`src/rtl/rtc_spi_pkg.sv`:
```
// Shared constants and FSM state type for the RTC epoch SPI initiator.
// Latency: none (declarations only).
// Backpressure: not applicable.
package rtc_spi_pkg;

  localparam int EPOCH_W     = 64;
  localparam int EPOCH_BYTES = 8;

  // Command bytes understood by the epoch controller on the RTC slave port.
  localparam logic [7:0] WRCMD_DEFAULT = 8'h01;
  localparam logic [7:0] RDCMD_DEFAULT = 8'h02;

  typedef enum logic [2:0] {
    ST_IDLE,
    ST_SETUP,
    ST_SHIFT,
    ST_GAP,
    ST_HOLD,
    ST_DONE
  } state_t;

endpackage

```
`src/rtl/rtc_spi_master_shifter.sv`:
```
// One SPI mode-0 byte, MSB first: sclk generation, miso sampling, mosi shifting.
// Latency: 16*CLK_DIV clk cycles from go to the byte_done cycle.
// Backpressure: none; the sequencer must not issue go while a byte is active.
module spi_byte_shifter #(
  parameter int CLK_DIV = 4
) (
  input  logic       clk,
  input  logic       rst,
  input  logic       load,
  input  logic [7:0] tx_byte,
  input  logic       go,
  input  logic       miso,
  output logic       sclk,
  output logic       mosi,
  output logic [7:0] rx_byte,
  output logic       byte_done
);

  localparam int            DW       = (CLK_DIV > 1) ? $clog2(CLK_DIV) : 1;
  localparam logic [DW-1:0] DIV_LAST = DW'(CLK_DIV - 1);

  logic          active;
  logic [DW-1:0] div_cnt;
  logic [2:0]    bit_cnt;
  logic [7:0]    tx_sr;
  logic          phase_end;

  assign phase_end = active && (div_cnt == DIV_LAST);
  // Last cycle of the low phase after bit 0: the sequencer moves on here.
  assign byte_done = phase_end && !sclk && (bit_cnt == 3'd7);

  // Half-period timing, rising-edge sampling, falling-edge shifting, and mosi preload.
  always_ff @(posedge clk) begin
    if (rst) begin
      active  <= 1'b0;
      div_cnt <= '0;
      bit_cnt <= '0;
      tx_sr   <= '0;
      rx_byte <= '0;
      sclk    <= 1'b0;
      mosi    <= 1'b0;
    end else begin
      if (go) begin
        // Bit 7 is already on mosi from the preload; sample as sclk rises.
        active  <= 1'b1;
        sclk    <= 1'b1;
        div_cnt <= '0;
        bit_cnt <= '0;
        rx_byte <= {rx_byte[6:0], miso};
      end else if (active) begin
        if (!phase_end) begin
          div_cnt <= div_cnt + 1'b1;
        end else begin
          div_cnt <= '0;
          if (sclk) begin
            sclk <= 1'b0;
            // After bit 0 mosi simply holds until the next preload.
            if (bit_cnt != 3'd7) begin
              mosi  <= tx_sr[6];
              tx_sr <= {tx_sr[6:0], 1'b0};
            end
          end else if (bit_cnt == 3'd7) begin
            active <= 1'b0;
          end else begin
            sclk    <= 1'b1;
            bit_cnt <= bit_cnt + 1'b1;
            rx_byte <= {rx_byte[6:0], miso};
          end
        end
      end
      // Preload puts the next byte's MSB on mosi ahead of its first rising edge.
      if (load) begin
        tx_sr <= tx_byte;
        mosi  <= tx_byte[7];
      end
    end
  end

endmodule

```
`src/rtl/rtc_spi_master.sv`:
```
// SPI initiator that writes or reads the RTC 64-bit epoch in one 9-byte frame.
// Latency: CLK_DIV*146 + 8*GAP_CYCLES cycles of ss low, then a one-cycle done.
// Backpressure: start is only accepted in IDLE; starts while busy are dropped.
module rtc_spi_master
  import rtc_spi_pkg::*;
#(
  parameter int         CLK_DIV    = 4,
  parameter int         GAP_CYCLES = 8,
  parameter logic [7:0] WRCMD      = WRCMD_DEFAULT,
  parameter logic [7:0] RDCMD      = RDCMD_DEFAULT
) (
  input  logic               clk,
  input  logic               rst,
  input  logic               start,
  input  logic               rw,
  input  logic [EPOCH_W-1:0] i_epoch,
  output logic [EPOCH_W-1:0] o_epoch,
  output logic               busy,
  output logic               done,
  output logic               sclk,
  output logic               mosi,
  input  logic               miso,
  output logic               ss
);

  localparam int            CMAX     = (CLK_DIV > GAP_CYCLES) ? CLK_DIV : GAP_CYCLES;
  localparam int            CW       = $clog2(CMAX + 1);
  localparam logic [CW-1:0] DIV_LAST = CW'(CLK_DIV - 1);
  localparam logic [CW-1:0] GAP_LAST = CW'(GAP_CYCLES - 1);
  localparam logic [3:0]    LAST_BYTE = 4'(EPOCH_BYTES);

  state_t             state;
  logic [CW-1:0]      div_cnt;
  logic [3:0]         byte_cnt;
  logic               rw_q;
  logic [EPOCH_W-1:0] tx_buf;
  logic [EPOCH_W-1:0] rx_acc;

  logic       accept;
  logic       sh_go;
  logic       sh_load;
  logic [7:0] sh_byte;
  logic [7:0] rx_byte;
  logic       byte_done;

  assign accept  = (state == ST_IDLE) && start;
  assign sh_go   = ((state == ST_SETUP) && (div_cnt == DIV_LAST)) ||
                   ((state == ST_GAP)   && (div_cnt == GAP_LAST));
  assign sh_load = accept ||
                   ((state == ST_SHIFT) && byte_done && (byte_cnt != LAST_BYTE));
  // Reads clock out zero data bytes; writes stream the latched epoch MSB first.
  assign sh_byte = accept ? (rw ? WRCMD : RDCMD)
                          : (rw_q ? tx_buf[EPOCH_W-1 -: 8] : 8'h00);

  spi_byte_shifter #(
    .CLK_DIV (CLK_DIV)
  ) u_shifter (
    .clk       (clk),
    .rst       (rst),
    .load      (sh_load),
    .tx_byte   (sh_byte),
    .go        (sh_go),
    .miso      (miso),
    .sclk      (sclk),
    .mosi      (mosi),
    .rx_byte   (rx_byte),
    .byte_done (byte_done)
  );

  // Frame sequencer: byte/gap ordering, ss, busy/done and epoch assembly.
  always_ff @(posedge clk) begin
    if (rst) begin
      state    <= ST_IDLE;
      div_cnt  <= '0;
      byte_cnt <= '0;
      rw_q     <= 1'b0;
      tx_buf   <= '0;
      rx_acc   <= '0;
      ss       <= 1'b1;
      busy     <= 1'b0;
      done     <= 1'b0;
      o_epoch  <= '0;
    end else begin
      done <= 1'b0;
      case (state)
        ST_IDLE: begin
          if (start) begin
            state    <= ST_SETUP;
            div_cnt  <= '0;
            byte_cnt <= '0;
            rw_q     <= rw;
            tx_buf   <= i_epoch;
            ss       <= 1'b0;
            busy     <= 1'b1;
          end
        end
        ST_SETUP: begin
          if (div_cnt == DIV_LAST) begin
            state   <= ST_SHIFT;
            div_cnt <= '0;
          end else begin
            div_cnt <= div_cnt + 1'b1;
          end
        end
        ST_SHIFT: begin
          if (byte_done) begin
            div_cnt <= '0;
            // The byte clocked in alongside the command carries no data.
            if (!rw_q && (byte_cnt != 4'd0)) begin
              rx_acc <= {rx_acc[EPOCH_W-9:0], rx_byte};
            end
            if (byte_cnt == LAST_BYTE) begin
              state <= ST_HOLD;
            end else begin
              state    <= ST_GAP;
              byte_cnt <= byte_cnt + 1'b1;
              if (rw_q) begin
                tx_buf <= {tx_buf[EPOCH_W-9:0], 8'h00};
              end
            end
          end
        end
        ST_GAP: begin
          if (div_cnt == GAP_LAST) begin
            state   <= ST_SHIFT;
            div_cnt <= '0;
          end else begin
            div_cnt <= div_cnt + 1'b1;
          end
        end
        ST_HOLD: begin
          if (div_cnt == DIV_LAST) begin
            state   <= ST_DONE;
            div_cnt <= '0;
            ss      <= 1'b1;
            busy    <= 1'b0;
            done    <= 1'b1;
            if (!rw_q) begin
              o_epoch <= rx_acc;
            end
          end else begin
            div_cnt <= div_cnt + 1'b1;
          end
        end
        ST_DONE: begin
          state   <= ST_IDLE;
          div_cnt <= '0;
        end
        default: begin
          state <= ST_IDLE;
        end
      endcase
    end
  end

endmodule

```
`config.mk`:
```
export PLATFORM = sky130hd
export DESIGN_NAME = rtc_spi_master
export DESIGN_NICKNAME = d
export VERILOG_FILES = /design/src/rtl/rtc_spi_pkg.sv /design/src/rtl/rtc_spi_master_shifter.sv /design/src/rtl/rtc_spi_master.sv
export SDC_FILE = /design/constraint.sdc
export NUM_CORES = 1
export LEC_CHECK = 0
export BUFFER_PORTS_ARGS = -buffer_cell sky130_fd_sc_hd__buf_2
export CAP_MARGIN = 20
export CORE_MARGIN = 5
export CORE_UTILIZATION = 51
export DETAILED_ROUTE_END_ITERATION = 10
export PLACE_DENSITY = 0.83
export SYNTH_ARGS = -nofsm -noshare
export SYNTH_HDL_FRONTEND = slang
export SYNTH_SLANG_ARGS = --single-unit
```
`constraint.sdc`:
```
create_clock -name clk -period 1.9 [get_ports clk]
set_input_delay 0.19 -clock clk [delete_from_list [all_inputs] [get_ports clk]]
set_output_delay 0.19 -clock clk [all_outputs]
set_load 0.03 [all_outputs]
```
# After elaboration in Yosys (flattened, before gate mapping)
# Cells that the tools add are included.
# Widths: inputs -> output; s select.
# word_totals
regBits	230
in_bits	69
out_inout_bits	69
elab_cells	143
# op_classes
n_addsub	4
n_eq_ne	22
muxes	57
bitwise_logic	4
reduce_logical	39
# ops
op	count
$mux 64	4
$pmux 64 s2	1
$mux 8	7
$mux 7	6
$mux 4	6
$mux 1	20
$pmux 4 s5	1
$mux 3	6
$reduce_bool 2->1	8
$pmux 3 s5	1
$reduce_and 5->1	3
$ne 2x2->1 const B	7
$reduce_and 3->1	4
$reduce_and 4->1	3
$eq 3x3->1 const B	3
$logic_and 1x1->1	9
$add 4x1->4 const B	2
$pmux 4 s2	1
$eq 3x2->1 const B	2
$ne 2x1->1 const B	3
$reduce_or 2->1	3
$reduce_bool 5->1	1
$eq 4x2->1 const B	1
$eq 4x3->1 const B	1
15 further kinds	23

# Logic depth before layout (Yosys ltp)
# Gate-level depths: netlist of run 1.
# logic_depth
depth_word	9
ltp_mapped	9
ltp_nobuf	6

# Hierarchy
# Synthesis of run 1 repeated with hierarchy kept, for this count alone.
# hier_totals
hier_cells	1067
area_unflattened_um2	9562.9
# modules_own_cells
module	instances	cells_each	area_per_inst_um2	seq_area_each_um2
rtc_spi_master	1	957	8509.4	4144.0
spi_byte_shifter	1	110	1053.5	460.4

# Worst setup path before layout of run 1
# OpenSTA, ideal clock, no wires.
# synth_timing
path_kind	register to register
from	register u_shifter.bit_cnt[0]
to	register rx_acc[10]
setup_ps	143
t_arrival_ps	1900
required_ps	1757
slack_ps	-143
path_stages_with_launch	9
n_path_buf	2
period_less_slack_ps	2043
cell_sequence	dfxtp_1 -> ha_1 -> ha_1 -> nand4b_1 -> or4_1 -> buf_2 -> buf_6 -> nand2_1 -> a21oi_2
# synth_via
elab_chain_len	3
# synth_lines
element	line	rtl
start: declaration	rtc_spi_master_shifter.sv:24	logic [2:0] bit_cnt;
start signal: assignment	rtc_spi_master_shifter.sv:66	bit_cnt <= bit_cnt + 1'b1;
$eq 3x3->1	rtc_spi_master_shifter.sv:30	assign byte_done = phase_end && !sclk && (bit_cnt == 3'd7);
$logic_and 1x1->1	rtc_spi_master_shifter.sv:30	
$reduce_and 3->1 (no source line)	-	
end signal: assignment	rtc_spi_master.sv:110	rx_acc <= {rx_acc[EPOCH_W-9:0], rx_byte};
end: declaration	rtc_spi_master.sv:37	logic [EPOCH_W-1:0] rx_acc;
# Every way passes these cells.
# A chain may end at the register's enable or synchronous reset.

# Worst setup path after layout of run 1
# layout_timing
from	register u_shifter.bit_cnt[0]
to	register tx_buf[0]
# layout_via
elab_chain_len	4
# layout_lines
element	line	rtl
$eq 3x3->1	rtc_spi_master_shifter.sv:30	
$logic_and 1x1->1	rtc_spi_master_shifter.sv:30	
$ne 2x2->1 (no source line)	-	
$reduce_and 5->1 (no source line)	-	
end signal: assignment	rtc_spi_master.sv:92	tx_buf <= i_epoch;
end signal: assignment	rtc_spi_master.sv:118	tx_buf <= {tx_buf[EPOCH_W-9:0], 8'h00};
end: declaration	rtc_spi_master.sv:36	logic [EPOCH_W-1:0] tx_buf;
# Every way passes these cells.

==> results summary, run 1 <==
For this run, the leading register cell type out of synthesis is dfxtp_1. The cell taking the most area after synthesis is dfxtp_1. The signal on the critical path passes through ha_4 -> ha_4 -> and4b_2 -> buf_6 -> a41oi_4 -> buf_4 -> o21ai_0 -> a21oi_1. Setup repair after global routing could not meet its margin everywhere.

The standard cell core area came out at 17960 um^2. The proportion of synthesized flip-flops having asynchronous set or reset came out at 0. Measured against its own limit, the worst slew margin works out to 0.6955. Summing every instance area after synthesis gives 9310 um^2. The worst-case register-to-register setup slack came out at -0.08 ns.

The top cell types in the final layout, fill and taps aside, are nand2_1 (397), dfxtp_1 (227), a21oi_1 (145). Summing internal, switching and leakage power gives 0.01103 W. The detail route stage leaves a number of antenna-violating nets equal to 0.

The number of cells on the worst reg-to-reg path came out at 8. The number of antenna violations at the first check in global routing came out at 1. Grouping stages by cell kind, the critical path spends the most delay in compound AO/OA/AOI/OAI gates. The worst-skew pair later-pin latency is about 0.52 ns. Relative to the synthesized area, the layout overhead comes to 32.29%. The final net count is 1390.

Across the VDD grid, the largest voltage drop is 0.7926 mV. The most prevalent standard cell on the critical path is ha_4. In the routed layout, each cell is associated on average with a via count of 5.803. The iteration-0 DRC count of the detailed router is 874. The number of nets in the synthesized netlist is 1201. Across every metal layer, demand over resource in global routing totals 0.2357. The most frequent standard cell in the layout excluding fill and tap cells is nand2_1. The number of warnings printed during yosys synthesis came out at 0.

The number of enable flip-flop cells after synthesis came out at 0. Of the total power, the share spent switching nets is 0.2350. At the pin with the least slew margin, the transition time is 0.4562 ns. The number of iterations in the first detailed-routing pass is 6. The tightest min-delay check is of the in2reg type.

Summed over all nets, the switching power comes to ~0.0026 W. The pre-CTS setup slack came out at -0.1259 ns. The number of buffers created by CTS came out at 24. The maximum fanout encountered on the critical timing path came out at 8.

In the routed design, unresolved DRC markers number 0. The share of the yosys chip area belonging to registers is 0.4946. The clock tree from TritonCTS is yes.

The max-capacitance violation count is 0. At the worst endpoint, the required time is 2.30 ns. The clock net sink count is 230. The post-CTS clock slew at the launch and capture registers of the worst setup and hold paths came out at about 0.070 ns.

The fraction of final layout cells sized beyond drive strength 1 is 0.2575. The placed standard-cell area is 10330 um^2. The area fraction of the dominant cell type after synthesis is 0.4946. After detailed placement, the design holds a cell count of 1438. The critical path contains buffers and inverters numbering 2 combined. The max-slew violation count came out at 0. The starting density of the core came out at 0.5183. In this run the worst setup path terminates at tx_buf[0]$_SDFFE_PP0P_. STA puts the critical path data arrival time at 2.39 ns. The maximum count of clock buffers along a single path came out at 3. The checks that failed: setup timing.

The total leakage power came out at ~4.7 nW. The row count came out at 49. The critical register-to-register path endpoint is tx_buf[0]$_SDFFE_PP0P_.

The kind of capture point of the worst setup path is a flop. The via total after detailed routing came out at 9065. The kind of critical path is reg2reg. Clock skew on the completed layout was measured at between 0.015 and 0.02 ns. The global route total overflow is 0. The boundary pin count is about 140. The first global-routing pass estimated between 40000 and 50000 um of wire. Synthesis handed over a netlist of 1126 instances. The overall die height came out at 145.1 um.

The highest achievable clock rate is 504.1 MHz. The fraction of the cycle the final worst path needs came out at 1.044. The total die area came out at 21060 um^2. The total setup violations reported at the end of the flow is 19. The cell sitting at the root of the clock tree is a clkbuf_16.

The portion of total power attributed to the clock network came out at 0.445. In this design, the stage delay of the slowest critical-path cell is 0.34 ns. The number of cells on the critical path came out at 8. The width of the chip is 145.1 um. The internal power came out at around 0.0084 W. For the final routed database, the setup TNS stands at -0.2572 ns.

The combinational share of power is 0.092. The mean instance size in the synthesized netlist is a little over 8 um^2. The flow ran to the end, but the final reports show violations. The via count of the first global-routing pass came out at 8648. The post-route cell area is 12320 um^2. The reg-to-reg critical path startpoint is u_shifter.bit_cnt[0]$_SDFFE_PP0P_. Excluding fillers, the count of instances in the completed layout stands at 1562. The number of hold violations in the final report came out at 0. The worst path setup slack after routing is -0.08381 ns. The per-cell routed wire length is between 15 and 20 um.

The placed wire-length estimate after detailed placement came out at 14230 um. Entering global routing, the biggest net connects 65 pins. In this run, distinct cell masters in the synthesized netlist total 53. STA classifies the critical path startpoint as a flop. The cell with the largest stage delay on the worst path is dfxtp_2.

The number of synthesized register bits came out at 230. The final estimated routing congestion in global placement is 0.8283. The register share of total power is 0.463. The number of levels in the clock H-tree is 1. Tracing the worst setup path back leads to its startpoint at u_shifter.bit_cnt[0]$_SDFFE_PP0P_. In this run the power density over the cells is 895.1 nW/um^2.

The total wirelength of the detailed-routed design is between 20000 and 30000 um. The total of buffers placed on input and output ports came out at 137. By area the synthesized netlist is led by dfxtp_1 (49%), nand2_1 (16%), a21oi_1 (7.8%), a311oi_1 (5.6%), a21oi_2 (5.3%). The worst path in the final design needs a cycle of 1.984 ns, including I/O delays and setup.
## cell usage after synthesis, types with 2 or more instances
library cell,number
and4b_1,3
nand2_1,398
nor2b_1,2
dfxtp_1,230
a21oi_2,56
nand3_1,3
nor2_1,26
buf_6,13
nand4b_1,3
buf_1,8
or4_1,2
a21boi_1,2
ha_1,6
o21ai_0,19
inv_1,5
a31oi_1,2
or3_1,2
a311oi_1,60
nor4b_1,2
a211oi_1,8
nor3b_1,4
a21oi_1,145
clkbuf_1,58
nor3_1,7
mux2i_1,13
nand3b_1,2
buf_2,17
o21a_1,2
nand2b_1,2
xnor2_1,2
clkbuf_2,2
## how the worst min path moves through the flow
| stage | to | cells after the start | startpoint | slack, ns |
|---|---|---|---|---|
| floorplan | tx_buf[0]$_SDFFE_PP0P_ | 2 | i_epoch[0] | 0.33 |
| global placement | tx_buf[6]$_SDFFE_PP0P_ | 3 | i_epoch[6] | 0.44 |
| detailed placement | tx_buf[6]$_SDFFE_PP0P_ | 3 | i_epoch[6] | 0.44 |
| CTS | rw_q$_SDFFE_PP0N_ | 3 | rw | 0.05 |
| global route | rw_q$_SDFFE_PP0N_ | 3 | rw | 0.08 |
| finish | rw_q$_SDFFE_PP0N_ | 3 | rw | 0.06 |
## worst register-to-register path, cell delays in order, from the launching register on
cell     delay [ns]
dfxtp_2        0.34
ha_4           0.16
ha_4           0.16
and4b_2        0.27
buf_6          0.14
a41oi_4        0.20
buf_4          0.21
o21ai_0        0.14
a21oi_1        0.28
## cell type report
| type | count | area (um^2) |
|---|---|---|
| Timing Repair Buffer | 262 | 2091 |
| Clock buffer | 36 | 745.7 |
| Clock inverter | 7 | 101.3 |
| Tap cell | 229 | 286.5 |
| Antenna cell | 1 | 2.502 |
| Inverter | 5 | 18.77 |
| Fill cell | 1244 | 5647 |
| Multi-Input combinational cell | 792 | 4463 |
| Sequential cell | 230 | 4608 |
## layer usage
layer,track usage,routed length (um)
met1,0.2851,10500
met2,0.4119,14280
met3,0.04210,2200
met4,0.1003,1160
met5,0,0
## cell families after synthesis
logic type                 count (synthesis)  synth area share
and+or+nand+nor                          465            0.2052
adders and majority gates                  6          0.008063
AOI/OAI and AO/OA                        306            0.2209
xor gates and xnor gates                   2          0.001882
muxes                                     13           0.01398
DFF                                      230            0.4946
buffers and inverters                    104           0.05537
## registers in the layout, summed over array words and instances (netlist names), 2 cells and up
signal             count
tx_buf                64
rx_acc                64
u_shifter.rx_byte      8
u_shifter.tx_sr        7
div_cnt                4
byte_cnt               4
u_shifter.bit_cnt      3
state                  3
o_epoch               64
u_shifter.div_cnt      2
## timing repair
action,in CTS,in global routing
setup buffers,5,2
resized for setup,13,42
hold buffers,65,0
cloned,2,6
hold endpoints to repair,65,0
pin swaps,10,10
endpoints found under the setup margin,129,185
## power groups by stage
stage                     registers, W  clock network, W  logic [W]
after floorplan                0.00518                 0   0.000506
after global placement         0.00519                 0   0.000734
after detailed placement       0.00520                 0   0.000750
after CTS                      0.00510           0.00493   0.000867
after global routing           0.00512           0.00517    0.00108
final                          0.00511           0.00490    0.00101
## per-stage QoR
stage                       util  hold WS, ns
after global placement    0.5751       0.4371
after CTS                 0.6658      0.04535
final                     0.6857      0.05682
after floorplan                -       0.3305
after global routing      0.6857      0.07571
after detailed placement  0.5751       0.4405
No activity file was read; power rests on OpenSTA's default activity.
==> inputs of run 2 (changes only) <==
RECOVER_POWER = 50   (was unset)
==> run 2 against run 1 <==
The run still ends with setup timing left. Worst hold slack worse by 0.0034 ns. Routed wire length is 0.49% higher. Final cell count stayed put. Die area stayed put. Worst setup slack hardly changed. Clock-buffer cell count stayed put. Sequential power hardly changed. Largest cell class unchanged. Power hardly changed. Combinational power hardly changed. First-iteration DRC count is 6.1% lower. Utilization is 0.58 points lower.
==> results summary, run 2 (synthesis gave the netlist of run 1 again) <==
The number of buffers created by CTS came out at 24 (unchanged). The cell area power density came out at 903.0 nW/um^2 (was 895.1 nW/um^2). The fraction of the core area covered by cells at the end of the flow was 0.6799 (was 0.6857). The met3 wire length is 2173 um (was 2200 um). The routed metal-1 wirelength is 10580 um (was 10500 um). The shortest period the worst path allows is 1.984 ns (about the same). The kind of capture point of the worst setup path is a flop (unchanged). The number of iterations in the first detailed-routing pass came out at 5 (was 6). The total die area is 21060 um^2 (unchanged).

The critical register-to-register path endpoint was tx_buf[0]$_SDFFE_PP0P_ (unchanged). Setup repair after global routing missed its margin: yes (unchanged). The worst path setup slack after routing was -0.08381 ns (about the same). The global-route wire length before repair came out at 42660 um (unchanged). The clock tree from TritonCTS is yes (unchanged). The number of instances on the worst hold path is 3 (unchanged). The maximum fanout encountered on the critical timing path came out at 8 (unchanged). The per-cell routed wire length is 18.10 um (was 18.01 um).

The max-slew violation count came out at 0 (unchanged). The number of levels in the clock H-tree came to 1 (unchanged). The maximum count of clock buffers along a single path was 3 (unchanged).

The boundary pin count came out at 138 (unchanged). Largest registers ranked by flip-flop count: o_epoch x64, rx_acc x64, tx_buf x64 (unchanged). The post-CTS clock slew at the launch and capture registers of the worst setup and hold paths is 0.06 ns (was 0.07 ns).

The reg-to-reg critical path startpoint is u_shifter.bit_cnt[0]$_SDFFE_PP0P_ (unchanged). The required time of the critical path is 2.31 ns (was 2.30 ns). The starting density of the core is 0.5183 (unchanged).

The total wirelength of the detailed-routed design is 28280 um (was 28140 um). The number of cells on the worst reg-to-reg path is 8 (unchanged). The post-route worst hold slack came out at 0.05338 ns (was 0.05682 ns). The largest net degree at the start of global routing is 65 (unchanged).

The cell with the largest stage delay on the worst path is dfxtp_2 (unchanged). The row count came out at 49 (unchanged). Result of the run: finished with violations (unchanged).

The final net count is 1390 (unchanged). The fraction of the cycle the final worst path needs is 1.044 (about the same). The via total after detailed routing came out at 9118 (was 9065).

The worst hold-check path type is in2reg (unchanged). The setup clock skew after layout came out at 0.01631 ns (was 0.01630 ns). The fill cell instance count of the final layout came to 1297 (was 1244). The worst-case register-to-register setup slack is -0.08 ns (about the same). The overall power after layout came out at 0.01103 W (about the same). The growth of design area from synthesis to finish is 31.18% (was 32.29%). The iteration-0 DRC count of the detailed router came to 821 (was 874). The kind of cell adding the most delay to the critical path is compound AO/OA/AOI/OAI gates (unchanged). The total setup violations reported at the end of the flow was 14 (was 19).

The max-capacitance violation count came out at 0 (unchanged). The total leakage power is 4.343 nW (was 4.657 nW). The detail-routed via count per cell came out at 5.837 (was 5.803).

The slew at the pin closest to its max-slew limit came to 0.4536 ns (was 0.4562 ns). The global route total overflow is 0 (unchanged). The number of antenna-violating nets in the routed design was 0 (unchanged). The relative max-transition margin is 0.6976 (was 0.6955).

The number of DRC violations after detailed routing came to 0 (unchanged). The via count of the first global-routing pass came to 8648 (unchanged). The top routing layer in use was met4 (unchanged). The arrival time at the worst endpoint came out at 2.39 ns (about the same).

The clock root buffer is clkbuf_16 (unchanged). The overall global routing resource usage came out at 0.2357 (unchanged). The width of the chip came out at 145.1 um (unchanged). Violated checks: setup timing (unchanged). The overall die height is 145.1 um (unchanged). The highest achievable clock rate came out at 504.1 MHz (about the same). CP cell instances: ha_4 -> ha_4 -> and4b_2 -> buf_6 -> a41oi_4 -> buf_4 -> o21ai_0 -> a21oi_1 (unchanged). The endpoint of the worst hold-timing path is rw_q$_SDFFE_PP0N_ (unchanged).

The worst-skew pair later-pin latency was 0.52 ns (about the same). The standard cell core area came to 17960 um^2 (unchanged). The clock net sink count is 230 (unchanged). The number of buffer and inverter instances along the worst setup path is 2 (unchanged).

The placed wire-length estimate after detailed placement is 14230 um (unchanged). The largest incremental delay on the critical path was 0.34 ns (about the same). The beginning of the worst hold path is rw (unchanged). The final estimated routing congestion in global placement came out at 0.8283 (unchanged). The most prevalent standard cell on the critical path is ha_4 (unchanged). The startpoint kind of the worst setup timing path is a flop (unchanged). The number of hold violations in the final report came out at 0 (unchanged). The placed standard-cell area was 10330 um^2 (unchanged).

The post-route cell area came out at 12210 um^2 (was 12320 um^2). The most frequent standard cell in the layout excluding fill and tap cells was nand2_1 (unchanged). Top library cells by usage in the layout, fill and taps aside: nand2_1 (397), dfxtp_1 (227), a21oi_1 (145) (unchanged). The kind of critical path is reg2reg (unchanged).

The total of buffers placed on input and output ports is 137 (unchanged). The met2 wirelength from detailed routing is 14330 um (was 14280 um). The worst voltage drop across the vdd grid came to 0.7969 mV (was 0.7926 mV). The number of antenna violations at the first check in global routing is 1 (unchanged).

The fraction of final layout cells sized beyond drive strength 1 came to 0.2027 (was 0.2575). The number of cells on the critical path is 8 (unchanged).
-- run 2: where the power goes --
group | internal, W | switching [W] | leakage (nW)
clock network | 0.00298 | 0.00193 | 0.413
logic | 0.000453 | 0.000560 | 2.06
registers | 0.00500 | 0.000110 | 1.87
total | 0.00843 | 0.00260 | 4.34
-- run 2: area by class of cell --
| cell class | count | area, um^2 | share of cell area |
|---|---|---|---|
| inverter | 5 | 18.77 | 0.001537 |
| clock inverter | 7 | 101.3 | 0.008298 |
| sequential | 230 | 4608 | 0.3773 |
| antenna | 1 | 2.502 | 0.0002049 |
| tap | 229 | 286.5 | 0.02346 |
| multi-input combinational | 792 | 4463 | 0.3654 |
| timing repair buffer | 262 | 1987 | 0.1627 |
| clock buffer | 36 | 745.7 | 0.06106 |
-- run 2: per-layer routing --
layer	vias up	track usage
li1	4233	-
met1	4287	0.2851
met2	484	0.4119
met3	114	0.04210
met4	0	0.1003
met5	-	0
-- run 2: worst max-delay path by stage --
stage	startpoint	endpoint	slack (ns)
2_1_floorplan	state[2]$_SDFFE_PP0P_	rx_acc[10]$_SDFFE_PP0P_	-0.06
3_3_place_gp	u_shifter.bit_cnt[0]$_SDFFE_PP0P_	u_shifter.tx_sr[0]$_SDFFE_PP0P_	-0.06
3_5_place_dp	u_shifter.bit_cnt[0]$_SDFFE_PP0P_	u_shifter.tx_sr[0]$_SDFFE_PP0P_	-0.13
4_1_cts	u_shifter.bit_cnt[0]$_SDFFE_PP0P_	tx_buf[34]$_SDFFE_PP0P_	-0.003
5_1_grt	u_shifter.div_cnt[0]$_SDFFE_PP0P_	tx_buf[0]$_SDFFE_PP0P_	-0.15
6_report	u_shifter.bit_cnt[0]$_SDFFE_PP0P_	tx_buf[0]$_SDFFE_PP0P_	-0.08
-- run 2: what timing repair did --
item	4_1_cts	5_1_grt
gates resized for setup	13	42
hold buffers	65	0
buffers inserted	5	2
pin swaps	10	10
endpoints found under the setup margin	129	185
gates cloned	2	6
endpoints found under the hold margin	65	0
-- run 2: per-stage QoR --
step	instances	setup TNS (ns)	setup WS (ns)
4_1_cts	1553	-0.003083	-0.003083
5_1_grt	1562	-6.124	-0.1498
6_report	1562	-0.2510	-0.08381
2_1_floorplan	1126	-3.632	-0.06311
3_5_place_dp	1438	-1.525	-0.1259
3_3_place_gp	1438	-0.1182	-0.06166
-- run 2: worst reg2reg max path, delay by kind of cell (launching register included) --
| kind | cells | cell delay, ns |
|---|---|---|
| flops | 1 | 0.34 |
| buf+inv | 2 | 0.35 |
| fa+ha+maj | 2 | 0.31 |
| compound gates | 3 | 0.61 |
| simple gates | 1 | 0.27 |
